<file path="src/rtl/dram_app_burst_tester.sv">
// Traffic master for the MIG 7-series app interface: writes a run of patterned
// bursts, reads them back in order and reports pass/fail, error count and first failing burst.
module dram_app_burst_tester #(
   parameter int          ADDR_WIDTH     = 29,
   parameter int          APP_DATA_WIDTH = 256,
   parameter int          APP_MASK_WIDTH = 32,
   parameter int          CNT_WIDTH      = 16,
   parameter int          ADDR_STRIDE    = 8,
   parameter logic [31:0] SEED           = 32'hA5A5_0000,
   parameter int          TIMEOUT_CYCLES = 1048576
) (
   input  logic                      ui_clk,
   input  logic                      ui_clk_sync_rst,
   input  logic                      init_calib_complete,
   input  logic                      start,
   input  logic [ADDR_WIDTH-1:0]     base_addr,
   input  logic [CNT_WIDTH-1:0]      num_bursts,
   output logic                      app_en,
   output logic [2:0]                app_cmd,
   output logic [ADDR_WIDTH-1:0]     app_addr,
   input  logic                      app_rdy,
   output logic                      app_wdf_wren,
   output logic                      app_wdf_end,
   output logic [APP_DATA_WIDTH-1:0] app_wdf_data,
   output logic [APP_MASK_WIDTH-1:0] app_wdf_mask,
   input  logic                      app_wdf_rdy,
   input  logic [APP_DATA_WIDTH-1:0] app_rd_data,
   input  logic                      app_rd_data_valid,
   output logic                      busy,
   output logic                      done,
   output logic                      pass,
   output logic                      timeout,
   output logic [CNT_WIDTH-1:0]      err_count,
   output logic [CNT_WIDTH-1:0]      first_err_idx
);
   localparam logic [2:0] S_IDLE   = 3'd0;
   localparam logic [2:0] S_WRITE  = 3'd1;
   localparam logic [2:0] S_READ   = 3'd2;
   localparam logic [2:0] S_DRAIN  = 3'd3;
   localparam logic [2:0] S_FINISH = 3'd4;
   localparam logic [2:0] CMD_WR   = 3'b000;
   localparam logic [2:0] CMD_RD   = 3'b001;
   localparam int         WD_W     = $clog2(TIMEOUT_CYCLES + 1);
   localparam int         LANES    = APP_DATA_WIDTH / 32;

   function automatic logic [APP_DATA_WIDTH-1:0] burst_pattern(input logic [CNT_WIDTH-1:0] idx);
      logic [APP_DATA_WIDTH-1:0] pat;
      pat = {APP_DATA_WIDTH{1'b0}};
      for (int k = 0; k < LANES; k++) begin
         pat[32*k +: 32] = ((32'(idx) << 3) + 32'(k)) ^ SEED;
      end
      return pat;
   endfunction

   logic [2:0]                state_r;
   logic [ADDR_WIDTH-1:0]     base_r;
   logic [CNT_WIDTH-1:0]      num_r, wi_r, ri_r, qi_r;
   logic                      cmd_acc_r, dat_acc_r;
   logic                      app_en_r, app_wdf_wren_r;
   logic [2:0]                app_cmd_r;
   logic [ADDR_WIDTH-1:0]     app_addr_r;
   logic [APP_DATA_WIDTH-1:0] app_wdf_data_r;
   logic                      busy_r, done_r, pass_r, timeout_r;
   logic [CNT_WIDTH-1:0]      err_count_r, first_err_idx_r, cmp_idx_r;
   logic                      cmp_valid_r, cmp_err_r;
   logic [WD_W-1:0]           wd_r;

   logic cmd_fire_s, dat_fire_s, cmd_done_s, dat_done_s;
   logic start_acc_s, running_s, progress_s, wd_trip_s, rd_take_s;
   logic [CNT_WIDTH-1:0] wi_next_s, ri_next_s;

   // An acceptance seen in an earlier cycle counts toward completing the current burst.
   assign cmd_fire_s  = app_en_r & app_rdy;
   assign dat_fire_s  = app_wdf_wren_r & app_wdf_rdy;
   assign cmd_done_s  = cmd_acc_r | cmd_fire_s;
   assign dat_done_s  = dat_acc_r | dat_fire_s;
   assign start_acc_s = (state_r == S_IDLE) & start & init_calib_complete;
   assign running_s   = (state_r == S_WRITE) | (state_r == S_READ) | (state_r == S_DRAIN);
   assign progress_s  = cmd_fire_s | dat_fire_s | app_rd_data_valid;
   assign wd_trip_s   = running_s & ~progress_s & (wd_r == WD_W'(TIMEOUT_CYCLES - 1));
   assign wi_next_s   = wi_r + CNT_WIDTH'(1);
   assign ri_next_s   = ri_r + CNT_WIDTH'(1);
   assign rd_take_s   = ((state_r == S_READ) | (state_r == S_DRAIN)) & app_rd_data_valid & (qi_r < num_r);

   assign app_en        = app_en_r;
   assign app_cmd       = app_cmd_r;
   assign app_addr      = app_addr_r;
   assign app_wdf_wren  = app_wdf_wren_r;
   assign app_wdf_end   = app_wdf_wren_r;
   assign app_wdf_data  = app_wdf_data_r;
   assign app_wdf_mask  = {APP_MASK_WIDTH{1'b0}};
   assign busy          = busy_r;
   assign done          = done_r;
   assign pass          = pass_r;
   assign timeout       = timeout_r;
   assign err_count     = err_count_r;
   assign first_err_idx = first_err_idx_r;

   // Run sequencer: command/write-data channels and status flags.
   always_ff @(posedge ui_clk or posedge ui_clk_sync_rst) begin
      if (ui_clk_sync_rst) begin
         state_r        <= S_IDLE;
         base_r         <= {ADDR_WIDTH{1'b0}};
         num_r          <= {CNT_WIDTH{1'b0}};
         wi_r           <= {CNT_WIDTH{1'b0}};
         ri_r           <= {CNT_WIDTH{1'b0}};
         cmd_acc_r      <= 1'b0;
         dat_acc_r      <= 1'b0;
         app_en_r       <= 1'b0;
         app_wdf_wren_r <= 1'b0;
         app_cmd_r      <= 3'b000;
         app_addr_r     <= {ADDR_WIDTH{1'b0}};
         app_wdf_data_r <= {APP_DATA_WIDTH{1'b0}};
         busy_r         <= 1'b0;
         done_r         <= 1'b0;
         pass_r         <= 1'b0;
         timeout_r      <= 1'b0;
      end else begin
         case (state_r)
            S_IDLE: begin
               if (start_acc_s) begin
                  base_r         <= base_addr;
                  num_r          <= num_bursts;
                  wi_r           <= {CNT_WIDTH{1'b0}};
                  ri_r           <= {CNT_WIDTH{1'b0}};
                  cmd_acc_r      <= 1'b0;
                  dat_acc_r      <= 1'b0;
                  app_cmd_r      <= CMD_WR;
                  app_addr_r     <= base_addr;
                  app_wdf_data_r <= burst_pattern({CNT_WIDTH{1'b0}});
                  busy_r         <= 1'b1;
                  done_r         <= 1'b0;
                  pass_r         <= 1'b0;
                  timeout_r      <= 1'b0;
                  if (num_bursts == {CNT_WIDTH{1'b0}}) begin
                     state_r <= S_FINISH;
                  end else begin
                     state_r        <= S_WRITE;
                     app_en_r       <= 1'b1;
                     app_wdf_wren_r <= 1'b1;
                  end
               end
            end
            S_WRITE: begin
               if (wd_trip_s) begin
                  timeout_r      <= 1'b1;
                  app_en_r       <= 1'b0;
                  app_wdf_wren_r <= 1'b0;
                  state_r        <= S_FINISH;
               end else if (cmd_done_s && dat_done_s) begin
                  wi_r      <= wi_next_s;
                  cmd_acc_r <= 1'b0;
                  dat_acc_r <= 1'b0;
                  if (wi_next_s == num_r) begin
                     state_r        <= S_READ;
                     app_en_r       <= 1'b1;
                     app_wdf_wren_r <= 1'b0;
                     app_cmd_r      <= CMD_RD;
                     app_addr_r     <= base_r;
                  end else begin
                     app_en_r       <= 1'b1;
                     app_wdf_wren_r <= 1'b1;
                     app_addr_r     <= app_addr_r + ADDR_WIDTH'(ADDR_STRIDE);
                     app_wdf_data_r <= burst_pattern(wi_next_s);
                  end
               end else begin
                  app_en_r       <= ~cmd_done_s;
                  app_wdf_wren_r <= ~dat_done_s;
                  cmd_acc_r      <= cmd_done_s;
                  dat_acc_r      <= dat_done_s;
               end
            end
            S_READ: begin
               if (wd_trip_s) begin
                  timeout_r <= 1'b1;
                  app_en_r  <= 1'b0;
                  state_r   <= S_FINISH;
               end else if (cmd_fire_s) begin
                  ri_r <= ri_next_s;
                  if (ri_next_s == num_r) begin
                     app_en_r <= 1'b0;
                     state_r  <= S_DRAIN;
                  end else begin
                     app_addr_r <= app_addr_r + ADDR_WIDTH'(ADDR_STRIDE);
                  end
               end
            end
            S_DRAIN: begin
               // qi and the registered compare advance together, so qi == num means the last compare is in.
               if (wd_trip_s) begin
                  timeout_r <= 1'b1;
                  state_r   <= S_FINISH;
               end else if (qi_r == num_r) begin
                  state_r <= S_FINISH;
               end
            end
            S_FINISH: begin
               busy_r  <= 1'b0;
               done_r  <= 1'b1;
               pass_r  <= (err_count_r == {CNT_WIDTH{1'b0}}) & ~timeout_r;
               state_r <= S_IDLE;
            end
            default: begin
               state_r <= S_IDLE;
            end
         endcase
      end
   end

   // Read-return checker: registered compare, then saturating error accounting.
   always_ff @(posedge ui_clk or posedge ui_clk_sync_rst) begin
      if (ui_clk_sync_rst) begin
         qi_r            <= {CNT_WIDTH{1'b0}};
         cmp_valid_r     <= 1'b0;
         cmp_err_r       <= 1'b0;
         cmp_idx_r       <= {CNT_WIDTH{1'b0}};
         err_count_r     <= {CNT_WIDTH{1'b0}};
         first_err_idx_r <= {CNT_WIDTH{1'b0}};
      end else if (start_acc_s) begin
         qi_r            <= {CNT_WIDTH{1'b0}};
         cmp_valid_r     <= 1'b0;
         cmp_err_r       <= 1'b0;
         err_count_r     <= {CNT_WIDTH{1'b0}};
         first_err_idx_r <= {CNT_WIDTH{1'b0}};
      end else begin
         cmp_valid_r <= rd_take_s;
         if (rd_take_s) begin
            cmp_err_r <= (app_rd_data != burst_pattern(qi_r));
            cmp_idx_r <= qi_r;
            qi_r      <= qi_r + CNT_WIDTH'(1);
         end
         if (cmp_valid_r && cmp_err_r) begin
            if (err_count_r != {CNT_WIDTH{1'b1}}) begin
               err_count_r <= err_count_r + CNT_WIDTH'(1);
            end
            if (err_count_r == {CNT_WIDTH{1'b0}}) begin
               first_err_idx_r <= cmp_idx_r;
            end
         end
      end
   end

   // No-progress watchdog for the active states.
   always_ff @(posedge ui_clk or posedge ui_clk_sync_rst) begin
      if (ui_clk_sync_rst) begin
         wd_r <= {WD_W{1'b0}};
      end else if (!running_s || progress_s) begin
         wd_r <= {WD_W{1'b0}};
      end else begin
         wd_r <= wd_r + WD_W'(1);
      end
   end
endmodule

</file>
<file path="config.mk">
export PLATFORM = sky130hd
export DESIGN_NAME = dram_app_burst_tester
export DESIGN_NICKNAME = d
export VERILOG_FILES = /design/src/rtl/dram_app_burst_tester.sv
export SDC_FILE = /design/constraint.sdc
export NUM_CORES = 1
export LEC_CHECK = 0
export ABC_AREA = 1
export CORE_MARGIN = 4
export CORE_UTILIZATION = 25
export DETAILED_ROUTE_END_ITERATION = 16
export PLACE_DENSITY = 0.59
export SYNTH_ARGS = -nofsm -noshare
export SYNTH_HDL_FRONTEND = slang
export SYNTH_SLANG_ARGS = --single-unit
</file>
<file path="constraint.sdc">
create_clock -name ui_clk -period 16.55 [get_ports ui_clk]
set_input_delay 1.655 -clock ui_clk [delete_from_list [all_inputs] [get_ports ui_clk]]
set_output_delay 1.655 -clock ui_clk [all_outputs]
set_load 0.005 [all_outputs]
</file>
# ---- After elaboration in Yosys (flattened, before gate mapping)
# Cells that the tools add are included.
dict set report totals {
  wordCells 211
  mem_count 0
  regBits 463
  latchBits 0
  mem_bits_rw 0
  romBits 0
}
dict set report op_classes {
  add_sub_neg 20
  shift 0
  bitwise 37
  eq_ne 25
  div_mod_pow 0
  reduce_logical 32
  n_lt_le_gt_ge 1
  mux 73
  n_mul 0
}
# op n
set op_table {}
lappend op_table {{$mux 256} 4}
lappend op_table {{$pmux 256 s2} 1}
lappend op_table {{$ne 256x256->1} 1}
lappend op_table {{$mux 16} 13}
lappend op_table {{$mux 29} 7}
lappend op_table {{$add 19x3->20 const B} 8}
lappend op_table {{$not 2->8} 16}
lappend op_table {{$pmux 29 s3} 1}
lappend op_table {{$add 19x2->20 const B} 4}
lappend op_table {{$add 16x1->16 const B} 4}
lappend op_table {{$pmux 16 s2} 2}
lappend op_table {{$eq 16x16->1} 3}
lappend op_table {{$mux 3} 14}
lappend op_table {{$add 19x1->20 const B} 2}
lappend op_table {{$logic_not 16->1} 2}
lappend op_table {{$add 29x4->29 const B} 1}
lappend op_table {{$add 21x1->21 const B} 1}
lappend op_table {{$eq 21x20->1 const B} 1}
lappend op_table {{$mux 21} 1}
lappend op_table {{$mux 1} 20}
lappend op_table {{$lt 16x16->1} 1}
lappend op_table {{$ne 16x16->1 const B} 1}
lappend op_table {{$reduce_bool 2->1} 8}
lappend op_table {{$reduce_and 5->1} 3}
lappend op_table {{other kinds (25)} 69}

# ---- Logic depth before layout (Yosys ltp)
# Gate-level depths: netlist (run 1).
dict set report depth {
  ltp_word 8
  mapped_depth 19
  ltp_nobuf 18
}

# ---- Worst setup path after synthesis (run 1)
# OpenSTA, ideal clock, no wires.
dict set report synth_timing {
  path_type {input to register}
  startpoint {input app_rdy}
  endpoint {register app_wdf_data_r[234], in the netlist app_wdf_data[234]}
  n_path_buf 1
  arrival_time_ns 3.055
  setup_time_ns 0.117
  cell_stages 11
  required_time_ns 16.433
  path_slack_ns 13.379
  path_cell_list {nand2_1 -> nand4_2 -> nor4_2 -> inv_1 -> nand2_1 -> a21oi_1 -> nand2_4 -> inv_2 -> buf_6 -> nand2_1 -> nand2_1}
}
dict set report synth_between {
  elab_chain_cells 8
  elab_cells_between_ends 11
  cone_classes {2 x eq/ne; 7 x bitwise; 2 x reduce/logical}
}
# element line_no
set synth_rtl {}
lappend synth_rtl {{start: declaration} 21} ;# input logic app_rdy,
lappend synth_rtl {{$and 1x1->1 (*)} 73} ;# assign cmd_fire_s = app_en_r & app_rdy;
lappend synth_rtl {{$or 1x1->1 (2 in a row)} 79} ;# assign progress_s = cmd_fire_s | dat_fire_s | app_rd_data_valid;
lappend synth_rtl {{$not 1->1} 80} ;# assign wd_trip_s = running_s & ~progress_s & (wd_r == WD_W'(TIMEOUT_CYCLES - 1));
lappend synth_rtl {{$and 1x1->1 (2 in a row)} 80}
lappend synth_rtl {{$ne 2x2->1 (no source line)} --}
lappend synth_rtl {{$reduce_and 5->1 (no source line) (*)} --}
lappend synth_rtl {{end signal: assignment} 113} ;# app_wdf_data_r <= {APP_DATA_WIDTH{1'b0}};
lappend synth_rtl {{end signal: assignment} 130} ;# app_wdf_data_r <= burst_pattern({CNT_WIDTH{1'b0}});
lappend synth_rtl {{end signal: assignment} 164} ;# app_wdf_data_r <= burst_pattern(wi_next_s);
lappend synth_rtl {{end: declaration} 62} ;# logic [APP_DATA_WIDTH-1:0] app_wdf_data_r;
# Every way passes the cells marked *; elsewhere a longest branch is shown, timed or not.
# A chain may end at the register's enable or synchronous reset.

# ---- Final worst setup path (run 1)
dict set report layout_timing {
  startpoint {input app_rd_data_valid}
  endpoint {register app_wdf_data_r[253], in the netlist app_wdf_data[253]}
}
dict set report layout_between {
  elab_chain_cells 6
}
# element line_no
set layout_rtl {}
lappend layout_rtl {{start: declaration} 28} ;# input logic app_rd_data_valid,
lappend layout_rtl {{$or 1x1->1} 79}
lappend layout_rtl {{$not 1->1} 80}
lappend layout_rtl {{$and 1x1->1 (2 in a row)} 80}
lappend layout_rtl {{$ne 2x2->1 (no source line)} --}
lappend layout_rtl {{$reduce_and 5->1 (no source line)} --}
# No other way between the ends.

==> impl_metrics.sql, run 1 <==
INSERT INTO impl_metrics (metric_group, metric, value, unit) VALUES
('synthesis', 'async_flop_share', '100', '%'),
('clock_network', 'cts-root-buf', 'clkbuf_16', ''),
('synthesis', 'mappedNetlistArea', '16800', 'µm²'),
('clock_network', 'cts_buffers', '26', ''),
('critical_path', 'timing.setup.critical_path_class', 'in -> reg', ''),
('critical_path', 'regToRegEndpoint', 'app_addr[0]', ''),
('worst_hold_path', 'hold_class', 'reg -> reg', ''),
('critical_path', 'worst-endpoint-arrival', '4.50', 'ns'),
('synthesis', 'synth_cell_types', '50', ''),
('clock_network', 'post_cts_buffers', '0', ''),
('synthesis', 'ys_warn_count', '0', ''),
('critical_path', 'cp-end-kind', 'flop', ''),
('clock_network', 'clk_pin_slew', '0.06', 'ns'),
('critical_path', 'reg2reg_setup_slack', '13.08', 'ns'),
('synthesis', 'leading_area_contributor_after_synthesis', 'dfrtp_1', ''),
('drt', 'dr.pass1.iters', '6', ''),
('timing', 'fmax', '247', 'MHz'),
('floorplan', 'die_x', '267', 'µm'),
('timing', 'timing.setup.tns', '0', 'ns'),
('timing', 'grt_setup_unrepaired', 'false', ''),
('clock_network', 'tritoncts', 'done', ''),
('floorplan', 'floorplan.core_area', '66200', 'µm²'),
('critical_path', 'worstSetupStartpointType', 'primary input', ''),
('global_routing', 'grt.overflow.total', '0', ''),
('placement', 'place.detailed.instances', '3601', ''),
('clock_network', 'post_cts_resize_count', '0', ''),
('floorplan', 'die-area', '71500', 'µm²'),
('synthesis', 'ys_seq_elements', '222', ''),
('timing', 'fin_crit', '4.05', 'ns'),
('critical_path', 'crit_path_end', 'app_wdf_data[253]', ''),
('synthesis', 'synth_edf_count', '0', ''),
('timing', 'finalClockSkew', '0.0308', 'ns'),
('placement', 'finalWeightedCongestion', '0.894', ''),
('synthesis', 'ys.flop_type', 'dfrtp_1', ''),
('drt', 'remaining_drc_errors', '0', ''),
('power_and_ir_drop', 'power.ir.vdd_worst', '0.0823', 'mV'),
('power_and_ir_drop', 'power.density_cell_area', '123', 'nW/µm²'),
('clock_network', 'clk_path_buf_depth', '3', ''),
('critical_path', 'worstRegToRegCells', '18', ''),
('timing', 'maxSlewViolCount', '0', ''),
('placement', 'detailedPlacementHpwl', '53600', 'µm'),
('floorplan', 'die_height', '267', 'µm'),
('timing', 'ratio_of_final_minimum_period_to_clock_period', '24.5', '%'),
('floorplan', 'num_rows', '94', ''),
('final_layout', 'num-fill-cells', '7068', ''),
('final_layout', 'layout.nets', '3096', ''),
('power_and_ir_drop', 'report.power.total', '0.00278', 'W'),
('clock_network', 'clock_sink_count', '222', ''),
('synthesis', 'avgSynthCellArea', '6.99', 'µm²'),
('critical_path', 'cp-startpoint', 'app_rd_data_valid', ''),
('critical_path', 'worst_reg2reg_path_startpoint', 'ri_r[0]', ''),
('floorplan', 'design.portCount', '667', ''),
('drt', 'wl_per_cell', '18.2', 'µm'),
('global_routing', 'grt_first_pass_wirelength', '94600', 'µm'),
('timing', 'finalHoldViolCount', '0', ''),
('clock_network', 'cts_htree_levels', '1', ''),
('run_status', 'outcome', 'finished clean', ''),
('synthesis', 'yosys.area.top_type_share', '33.0', '%'),
('clock_network', 'cts_hold_repair.buffers', '0', ''),
('global_routing', 'grt_max_degree', '99', ''),
('timing', 'setup_viol', '0', ''),
('placement', 'place.port_buffers', '564', ''),
('drt', 'dr.first_iter.drc_count', '1155', ''),
('synthesis', 'synthesized_instance_count', '2407', ''),
('job', 'maxCapViolations', '0', ''),
('timing', 'worst_pin_slew', '1.16', 'ns'),
('global_routing', 'grt_usage', '17.3', '%'),
('global_routing', 'first_global_vias', '15500', ''),
('drt', 'vias', '16500', ''),
('clock_network', 'worst_skew_pair.late_latency', '0.57', 'ns'),
('final_layout', 'layout.cells.non_filler', '3652', ''),
('drt', 'vias_per_cell', '4.52', ''),
('synthesis', 'portion_of_the_post_synthesis_area_used_by_sequential_elements', '33.0', '%'),
('power_and_ir_drop', 'power.static_leakage', '10.3', 'nW'),
('final_layout', 'drive_gt1_share', '3.41', '%'),
('synthesis', 'netlist_top_cells_area', 'dfrtp_1, nand2_1, buf_4', ''),
('drt', 'routed_wl', '66600', 'µm'),
('timing', 'max_slew_margin', '22.1', '%'),
('floorplan', 'floorplan.initialDensity', '25.4', '%'),
('critical_path', 'critical_path_peak_fanout', '33', ''),
('drt', 'detail-route-antenna-nets', '0', ''),
('final_layout', 'flow.area_growth_from_synthesis', '34.1', '%'),
('global_routing', 'number_of_antenna_violations_at_the_first_check_in_global_routing', '9', ''),
('critical_path', 'worstPathRequired', '17.00', 'ns');
## sequential cells by signal, summed over array words and instances (netlist names)
name and cells:
pass 1, cmd_acc_r 1, base_r 29, wd_r 21, qi_r 16, ri_r 16
cmp_idx_r 16, done 1, num_r 16, wi_r 16, app_cmd 1, busy 1
state_r 3, first_err_idx 16, cmp_valid_r 1, cmp_err_r 1, app_addr 29, timeout 1
app_wdf_data 17, app_en 1, dat_acc_r 1, err_count 16, app_wdf_end 1
## through the flow
step                      hold slack [ns]  setup slack, ns  area [µm²]  util [%]
after floorplan                     0.425             8.82       17200         -
after global placement              0.454            11.91       21600      32.7
after detailed placement            0.454            11.85       21600      32.7
after CTS                           0.461            12.45       22600      34.1
after global routing                0.494            12.24       22600      34.1
final                               0.458            12.50       22600      34.1
## kinds of logic after synthesis
kind of cell	share of synthesized area [%]
flip-flops	33.0
XOR/XNOR	5.81
buffers and inverters	20.5
AO/OA/AOI/OAI	7.08
adder cells (fa/ha/maj)	1.71
AND/OR/NAND/NOR	31.9
other	0.0223
## how the worst min path moves through the flow
stage	start	endpoint	cells after the start
after CTS	wd_r[0]	wd_r[0]	1
final	wd_r[0]	wd_r[0]	1
after global placement	wd_r[0]	wd_r[0]	1
after floorplan	wd_r[0]	wd_r[0]	1
after detailed placement	wd_r[0]	wd_r[0]	1
after global routing	wd_r[0]	wd_r[0]	1
## placed cells by master (no fill, tap or decap), types with 5 or more instances in the layout
cell / count
a211oi_1: 7
a21oi_1: 42
buf_4: 10
clkbuf_1: 5
clkbuf_16: 26
clkdlybuf4s50_1: 564
clkinv_1: 6
conb_1: 102
dfrtp_1: 221
diode_2: 5
ha_1: 23
inv_1: 269
nand2_1: 620
nand2_2: 12
nand3_1: 171
nand4_1: 88
nor2_1: 191
nor2_2: 7
nor3_1: 39
nor4_1: 51
o21ai_0: 129
o22ai_1: 9
xnor2_1: 32
xor2_1: 77
## where the power goes
group	switching (W)	internal (W)
Combinational	0.000748	0.000505
Clock	0.000250	0.000372
Sequential	0.000221	0.000688
## worst max-delay path: stages
cell             delay, ns
clkdlybuf4s50_1       0.47
inv_1                 0.18
nand4_2               0.43
nor4_2                0.50
inv_1                 0.12
nand2_1               0.21
a21oi_2               0.09
buf_4                 0.25
nand2_4               0.20
inv_2                 0.16
or2_1                 0.23
## Yosys cell counts, types with 4 or more instances
cell type and number:
o21a_1 4, clkinv_1 6, buf_6 7, nor4_1 51
nand4_1 88, nand2_2 11, ha_1 23, clkbuf_1 50
nor2_4 4, nand2_1 621, nor3_1 39, a21oi_1 43
nand3_1 171, o21ai_1 4, a221oi_1 4, and3_1 4
o21ai_0 130, o31ai_1 4, buf_4 277, buf_2 7
a211oi_1 7, nor2_2 6, nor2_1 192, inv_1 270
dfrtp_1 222, buf_1 4, inv_2 4, xnor2_1 32
o22ai_1 9, xor2_1 77
## routing by layer
layer,part of all wire (%),vias up,track usage [%]
met5,0,-,0
met4,3.8,0,6.59
met1,36,7557,18.6
met3,6.8,93,2.57
met2,54,750,34.0
li1,-,8102,-
## final cells by class
type                    count  area (µm²)  area share (%)
diodes                      5        12.5          0.0554
inverters                 280        1060            4.69
clock buffers              35         724            3.21
well taps                 864        1080            4.79
clock inverters            11         193           0.854
multi-input cells        1661        8230            36.4
flip-flops and latches    222        5560            24.6
repair buffers            574        5720            25.3
Note: power is estimated with default switching activity, not from simulation.
==> run 2: changes to the inputs <==
==> constraint.sdc (replaced) <==
create_clock -name ui_clk -period 3.8 [get_ports ui_clk]
set_input_delay 0.38 -clock ui_clk [delete_from_list [all_inputs] [get_ports ui_clk]]
set_output_delay 0.38 -clock ui_clk [all_outputs]
set_load 0.005 [all_outputs]
==> impl_metrics.sql, run 2 (same netlist as run 1, synthesis figures left out) <==
INSERT INTO impl_metrics (metric_group, metric, value, unit) VALUES
('run_status', 'outcome', 'finished clean', ''),
('drt', 'routed_wl', '68900', 'µm'),
('final_layout', 'drive_gt1_share', '4.38', '%'),
('timing', 'finalHoldViolCount', '0', ''),
('power_and_ir_drop', 'power.density_cell_area', '543', 'nW/µm²'),
('global_routing', 'grt.overflow.total', '0', ''),
('timing', 'worst_hold_slack', '0.316', 'ns'),
('global_routing', 'grt_first_pass_wirelength', '98700', 'µm'),
('drt', 'wl_per_cell', '18.8', 'µm'),
('global_routing', 'first_global_vias', '15800', ''),
('worst_hold_path', 'hold_class', 'in -> async', ''),
('timing', 'fmax', '306', 'MHz'),
('floorplan', 'floorplan.initialDensity', '25.4', '%'),
('floorplan', 'die_x', '267', 'µm'),
('critical_path', 'path_buf_inv', '0', ''),
('power_and_ir_drop', 'power.static_leakage', '10.4', 'nW'),
('placement', 'detailedPlacementHpwl', '55700', 'µm'),
('clock_network', 'post_cts_buffers', '0', ''),
('timing', 'timing.setup.tns', '0', 'ns'),
('floorplan', 'design.portCount', '667', ''),
('drt', 'vias', '16900', ''),
('critical_path', 'cp_peak_stage_delay', '0.67', 'ns'),
('clock_network', 'cts-root-buf', 'clkbuf_16', ''),
('timing', 'grt_setup_unrepaired', 'false', ''),
('final_layout', 'finalCoreUtilization', '34.4', '%'),
('timing', 'setup_viol', '0', ''),
('critical_path', 'critical_path_peak_fanout', '7', ''),
('global_routing', 'grt_max_degree', '76', ''),
('drt', 'dr.first_iter.drc_count', '1332', ''),
('global_routing', 'grt_usage', '18.1', '%'),
('critical_path', 'worst-endpoint-arrival', '3.73', 'ns'),
('final_layout', 'num-fill-cells', '7060', ''),
('drt', 'detail-route-antenna-nets', '0', ''),
('critical_path', 'worst_reg2reg_path_startpoint', 'err_count[1]', ''),
('floorplan', 'floorplan.core_area', '66200', 'µm²'),
('critical_path', 'timing.setup.critical_path_class', 'reg -> reg', ''),
('floorplan', 'die_height', '267', 'µm'),
('final_layout', 'most_frequent_cells_in_the_layout', 'nand2_1, clkdlybuf4s50_1, inv_1, dfrtp_1, nor2_1', ''),
('critical_path', 'cp_cell_sequence', 'ha_1, nand3_1, nor3_1, nand3_1, o21ai_1, nand2_1, nand2_1, nor2_1, nand3_1, nor2_1, a21oi_1, nor2_1', ''),
('placement', 'place.detailed.instances', '3622', ''),
('clock_network', 'post_cts_resize_count', '0', ''),
('floorplan', 'die-area', '71500', 'µm²'),
('timing', 'finalClockSkew', '0.0315', 'ns'),
('drt', 'vias_per_cell', '4.58', ''),
('clock_network', 'cts_buffers', '29', ''),
('timing', 'max_slew_margin', '39.6', '%'),
('timing', 'worst_pin_slew', '0.906', 'ns'),
('final_layout', 'flow.area_growth_from_synthesis', '35.4', '%'),
('clock_network', 'clock_sink_count', '222', ''),
('power_and_ir_drop', 'power.ir.vdd_worst', '0.348', 'mV'),
('placement', 'finalWeightedCongestion', '0.899', ''),
('critical_path', 'cp-end-kind', 'flop', ''),
('final_layout', 'layout.nets', '3120', ''),
('clock_network', 'clk_path_buf_depth', '3', ''),
('floorplan', 'num_rows', '94', ''),
('final_layout', 'multi_input_area', '8230', 'µm²'),
('job', 'maxCapViolations', '0', ''),
('placement', 'place.port_buffers', '564', ''),
('drt', 'remaining_drc_errors', '0', ''),
('clock_network', 'worst_skew_pair.late_latency', '0.59', 'ns'),
('final_layout', 'mostFrequentLayoutCell', 'nand2_1', ''),
('clock_network', 'clk_pin_slew', '0.06', 'ns'),
('critical_path', 'worstPathRequired', '4.26', 'ns'),
('final_layout', 'ff_latch_area', '5560', 'µm²'),
('critical_path', 'crit_path_top_delay_cell', 'o21ai_1', ''),
('clock_network', 'tritoncts', 'done', ''),
('timing', 'ratio_of_final_minimum_period_to_clock_period', '86.0', '%'),
('placement', 'dpl-instance-area', '21800', 'µm²'),
('clock_network', 'cts_htree_levels', '1', ''),
('critical_path', 'worstSetupStartpointType', 'flop', ''),
('timing', 'fin_crit', '3.27', 'ns'),
('critical_path', 'cp-startpoint', 'err_count[1]', ''),
('timing', 'maxSlewViolCount', '0', ''),
('final_layout', 'post-route-cell-area', '22800', 'µm²'),
('drt', 'dr.pass1.iters', '6', ''),
('final_layout', 'layout.cells.non_filler', '3676', ''),
('global_routing', 'number_of_antenna_violations_at_the_first_check_in_global_routing', '9', ''),
('critical_path', 'critical_path.top_delay_family', 'simple AND/OR/NAND/NOR gates', ''),
('clock_network', 'cts_hold_repair.buffers', '0', '');
-- run 2: changes by cell type in the layout (fill, tap and decap cells not counted), moves of 2 or more --
cell       before  now
buf_4          10   29
clkbuf_16      26   29
clkinv_2        2    5
diode_2         5    2
buf_12          0    2
bufinv_16       4    2
clkbuf_1        5    3
clkinv_4        1    3
inv_6           1    3
-- run 2: final timing paths --
check                               endpoint  cells past startpoint  slack, ns
setup / recovery               err_count[15]                     12       0.53
hold / removal             app_wdf_data[229]                      2       0.32
setup reg to reg               err_count[15]                     12       0.53
min in group ui_clk               base_r[25]                      3       0.39
hold reg to reg                      wd_r[0]                      1       0.48
max in group asynchronous         base_r[28]                      3       2.56
-- run 2: worst reg2reg max path, cell delays in order, from the launching register on --
cell	delay, ns
dfrtp_1	0.37
ha_1	0.22
nand3_1	0.17
nor3_1	0.38
nand3_1	0.13
o21ai_1	0.67
nand2_1	0.50
nand2_1	0.25
nor2_1	0.08
nand3_1	0.13
nor2_1	0.08
a21oi_1	0.13
nor2_1	0.05
-- run 2: area by class of cell --
cell class | count | share of cell area [%]
antenna | 2 | 0.0220
clock buffer | 36 | 3.48
clock inverter | 16 | 0.758
inverter | 280 | 4.63
multi-input combinational | 1661 | 36.1
sequential | 222 | 24.4
tap | 864 | 4.74
timing repair buffer | 595 | 25.9
-- run 2: power by group --
part           switching [W]  internal (W)
Combinational        0.00341       0.00228
Clock                0.00118       0.00163
Sequential          0.000888       0.00300
Total                0.00547       0.00691
-- run 2: stage by stage --
stage          power [W]  setup slack, ns
2_1_floorplan    0.00730            0.524
3_3_place_gp     0.00961            0.318
3_5_place_dp     0.00965            0.377
4_1_cts           0.0125            0.358
5_1_grt           0.0134           0.0475
6_report          0.0124            0.532
-- run 2: routing by layer --
layer  track usage, %  vias to the layer above  routed length (µm)
li1                 -                     8148                   -
met3             2.73                      123                5310
met2             33.4                      824               35200
met1             21.1                     7755               25600
met5                0                        -                   0
met4             6.90                        0                2840
==> run 3: changes to the inputs <==
--- a/config.mk
+++ b/config.mk
@@ -10,6 +10,7 @@
 export CORE_UTILIZATION = 25
 export DETAILED_ROUTE_END_ITERATION = 16
 export PLACE_DENSITY = 0.59
+export SLEW_MARGIN = 40
 export SYNTH_ARGS = -nofsm -noshare
 export SYNTH_HDL_FRONTEND = slang
 export SYNTH_SLANG_ARGS = --single-unit
==> impl_metrics.sql, run 3 (same netlist as run 1, synthesis figures left out) <==
INSERT INTO impl_metrics (metric_group, metric, value, unit) VALUES
('drt', 'dr.first_iter.drc_count', '1341', ''),
('power_and_ir_drop', 'report.power.total', '0.0124', 'W'),
('timing', 'fin_ws', '0.721', 'ns'),
('placement', 'detailedPlacementHpwl', '55800', 'µm'),
('placement', 'preCtsSetupSlack', '0.745', 'ns'),
('timing', 'setup_viol', '0', ''),
('timing', 'timing.setup.tns', '0', 'ns'),
('timing', 'worst_pin_slew', '0.793', 'ns'),
('final_layout', 'most_frequent_cells_in_the_layout', 'nand2_1, clkdlybuf4s50_1, inv_1, dfrtp_1, nor2_1', ''),
('critical_path', 'worst-endpoint-arrival', '3.52', 'ns'),
('clock_network', 'clk_pin_slew', '0.07', 'ns'),
('clock_network', 'clock_sink_count', '222', ''),
('clock_network', 'cts-root-buf', 'clkbuf_16', ''),
('timing', 'fin_crit', '3.08', 'ns'),
('drt', 'remaining_drc_errors', '0', ''),
('clock_network', 'worst_skew_pair.late_latency', '0.59', 'ns'),
('drt', 'vias_per_cell', '4.59', ''),
('drt', 'vias', '16900', ''),
('power_and_ir_drop', 'power.ir.vdd_worst', '0.393', 'mV'),
('job', 'maxCapViolations', '0', ''),
('clock_network', 'cts_htree_levels', '1', ''),
('clock_network', 'clk_path_buf_depth', '3', ''),
('drt', 'detail-route-antenna-nets', '0', ''),
('final_layout', 'drive_gt1_share', '4.38', '%'),
('final_layout', 'flow.area_growth_from_synthesis', '35.7', '%'),
('drt', 'wl_per_cell', '18.7', 'µm'),
('drt', 'dr.pass1.iters', '5', ''),
('placement', 'place.port_buffers', '564', ''),
('floorplan', 'design.portCount', '667', ''),
('run_status', 'outcome', 'finished clean', ''),
('timing', 'finalHoldViolCount', '0', ''),
('timing', 'finalClockSkew', '0.0451', 'ns'),
('floorplan', 'num_rows', '94', ''),
('global_routing', 'first_global_vias', '15800', ''),
('critical_path', 'worstSetupStartpointType', 'flop', ''),
('critical_path', 'timing.setup.critical_path_class', 'reg -> reg', ''),
('global_routing', 'grt_max_degree', '76', ''),
('critical_path', 'worstPathRequired', '4.24', 'ns'),
('timing', 'ratio_of_final_minimum_period_to_clock_period', '81.0', '%'),
('clock_network', 'cts_buffers', '28', ''),
('global_routing', 'grt_usage', '18.0', '%'),
('clock_network', 'tritoncts', 'done', ''),
('timing', 'grt_setup_unrepaired', 'false', ''),
('clock_network', 'post_cts_buffers', '0', ''),
('final_layout', 'num-fill-cells', '7056', ''),
('power_and_ir_drop', 'power.static_leakage', '10.5', 'nW'),
('floorplan', 'die_height', '267', 'µm'),
('final_layout', 'finalCoreUtilization', '34.5', '%'),
('clock_network', 'post_cts_resize_count', '0', ''),
('global_routing', 'grt.overflow.total', '0', ''),
('global_routing', 'grt_first_pass_wirelength', '98400', 'µm'),
('clock_network', 'cts_hold_repair.buffers', '0', ''),
('final_layout', 'mostFrequentLayoutCell', 'nand2_1', ''),
('critical_path', 'cp-end-kind', 'flop', ''),
('floorplan', 'die_x', '267', 'µm'),
('floorplan', 'floorplan.core_area', '66200', 'µm²'),
('worst_hold_path', 'hold_class', 'in -> async', ''),
('drt', 'routed_wl', '68900', 'µm'),
('floorplan', 'die-area', '71500', 'µm²'),
('global_routing', 'number_of_antenna_violations_at_the_first_check_in_global_routing', '10', ''),
('timing', 'max_slew_margin', '47.1', '%'),
('critical_path', 'critical_path_peak_fanout', '22', ''),
('timing', 'fmax', '325', 'MHz'),
('power_and_ir_drop', 'power.density_cell_area', '542', 'nW/µm²'),
('timing', 'maxSlewViolCount', '0', ''),
('floorplan', 'floorplan.initialDensity', '25.4', '%'),
('placement', 'finalWeightedCongestion', '0.899', ''),
('final_layout', 'layout.nets', '3120', '');
==> run 3: worst max-delay path, cell delays in order, from the launching register on <==
cell and delay [ns]:
dfrtp_1 0.47, ha_1 0.33, nand2_1 0.15, nor2_2 0.22, nand2_1 0.08, nand2_1 0.10, nand2_1 0.06, nand2_1 0.05
nand2_1 0.05, nor2_1 0.08, nand2_1 0.05, nor2_1 0.12, nand2_1 0.08, nor2_2 0.09, nand3_1 0.11, nand2_2 0.39
buf_4 0.32, nor2_1 0.06, nand2_1 0.06, nand2_1 0.05
==> run 3: area by class of cell <==
cell class	count	area, µm²	share of cell area [%]
timing repair buffer	596	5930	26.0
antenna	4	10.0	0.0438
tap	864	1080	4.73
clock buffer	36	781	3.42
inverter	280	1050	4.62
clock inverter	14	188	0.822
multi-input combinational	1661	8230	36.0
sequential	222	5560	24.3
==> run 3: report_power, final <==
part / leakage (nW) / internal (W) / total, W / switching (W)
sequential: 2.94 / 0.00300 / 0.00389 / 0.000890
clock: 0.476 / 0.00166 / 0.00280 / 0.00114
combinational: 7.04 / 0.00228 / 0.00569 / 0.00341
total: 10.5 / 0.00695 / 0.0124 / 0.00543
==> run 3: metrics by stage <==
stage               instances  cell area [µm²]  hold slack, ns
detailed placement       3623            21900           0.452
finish                   3677            22800           0.185
global placement         3622            21800           0.457
CTS                      3673            22800           0.167
floorplan                2508            17200           0.425
global route             3677            22800           0.196
==> run 3: metal layers <==
metal	wire, µm	share of wire [%]	GRT usage [%]	up-vias
met3	5090	7.4	2.77	110
met4	2700	3.9	6.85	0
li1	-	-	-	8152
met5	0	0	0	-
met2	35400	51	33.6	812
met1	25700	37	20.7	7792
==> run 3: path summary, 6_finish.rpt <==
| kind | from | end | slack, ns | cells past startpoint |
|---|---|---|---|---|
| max reg2reg | ri_r[0] | app_addr[28] | 0.72 | 19 |
| min reg2reg | wd_r[0] | wd_r[0] | 0.47 | 1 |
| min | ui_clk_sync_rst | app_wdf_data[227] | 0.19 | 2 |
| max in group asynchronous | ui_clk_sync_rst | base_r[25] | 2.60 | 4 |
| min in group ui_clk | base_addr[10] | base_r[10] | 0.41 | 3 |
| max | ri_r[0] | app_addr[28] | 0.72 | 19 |
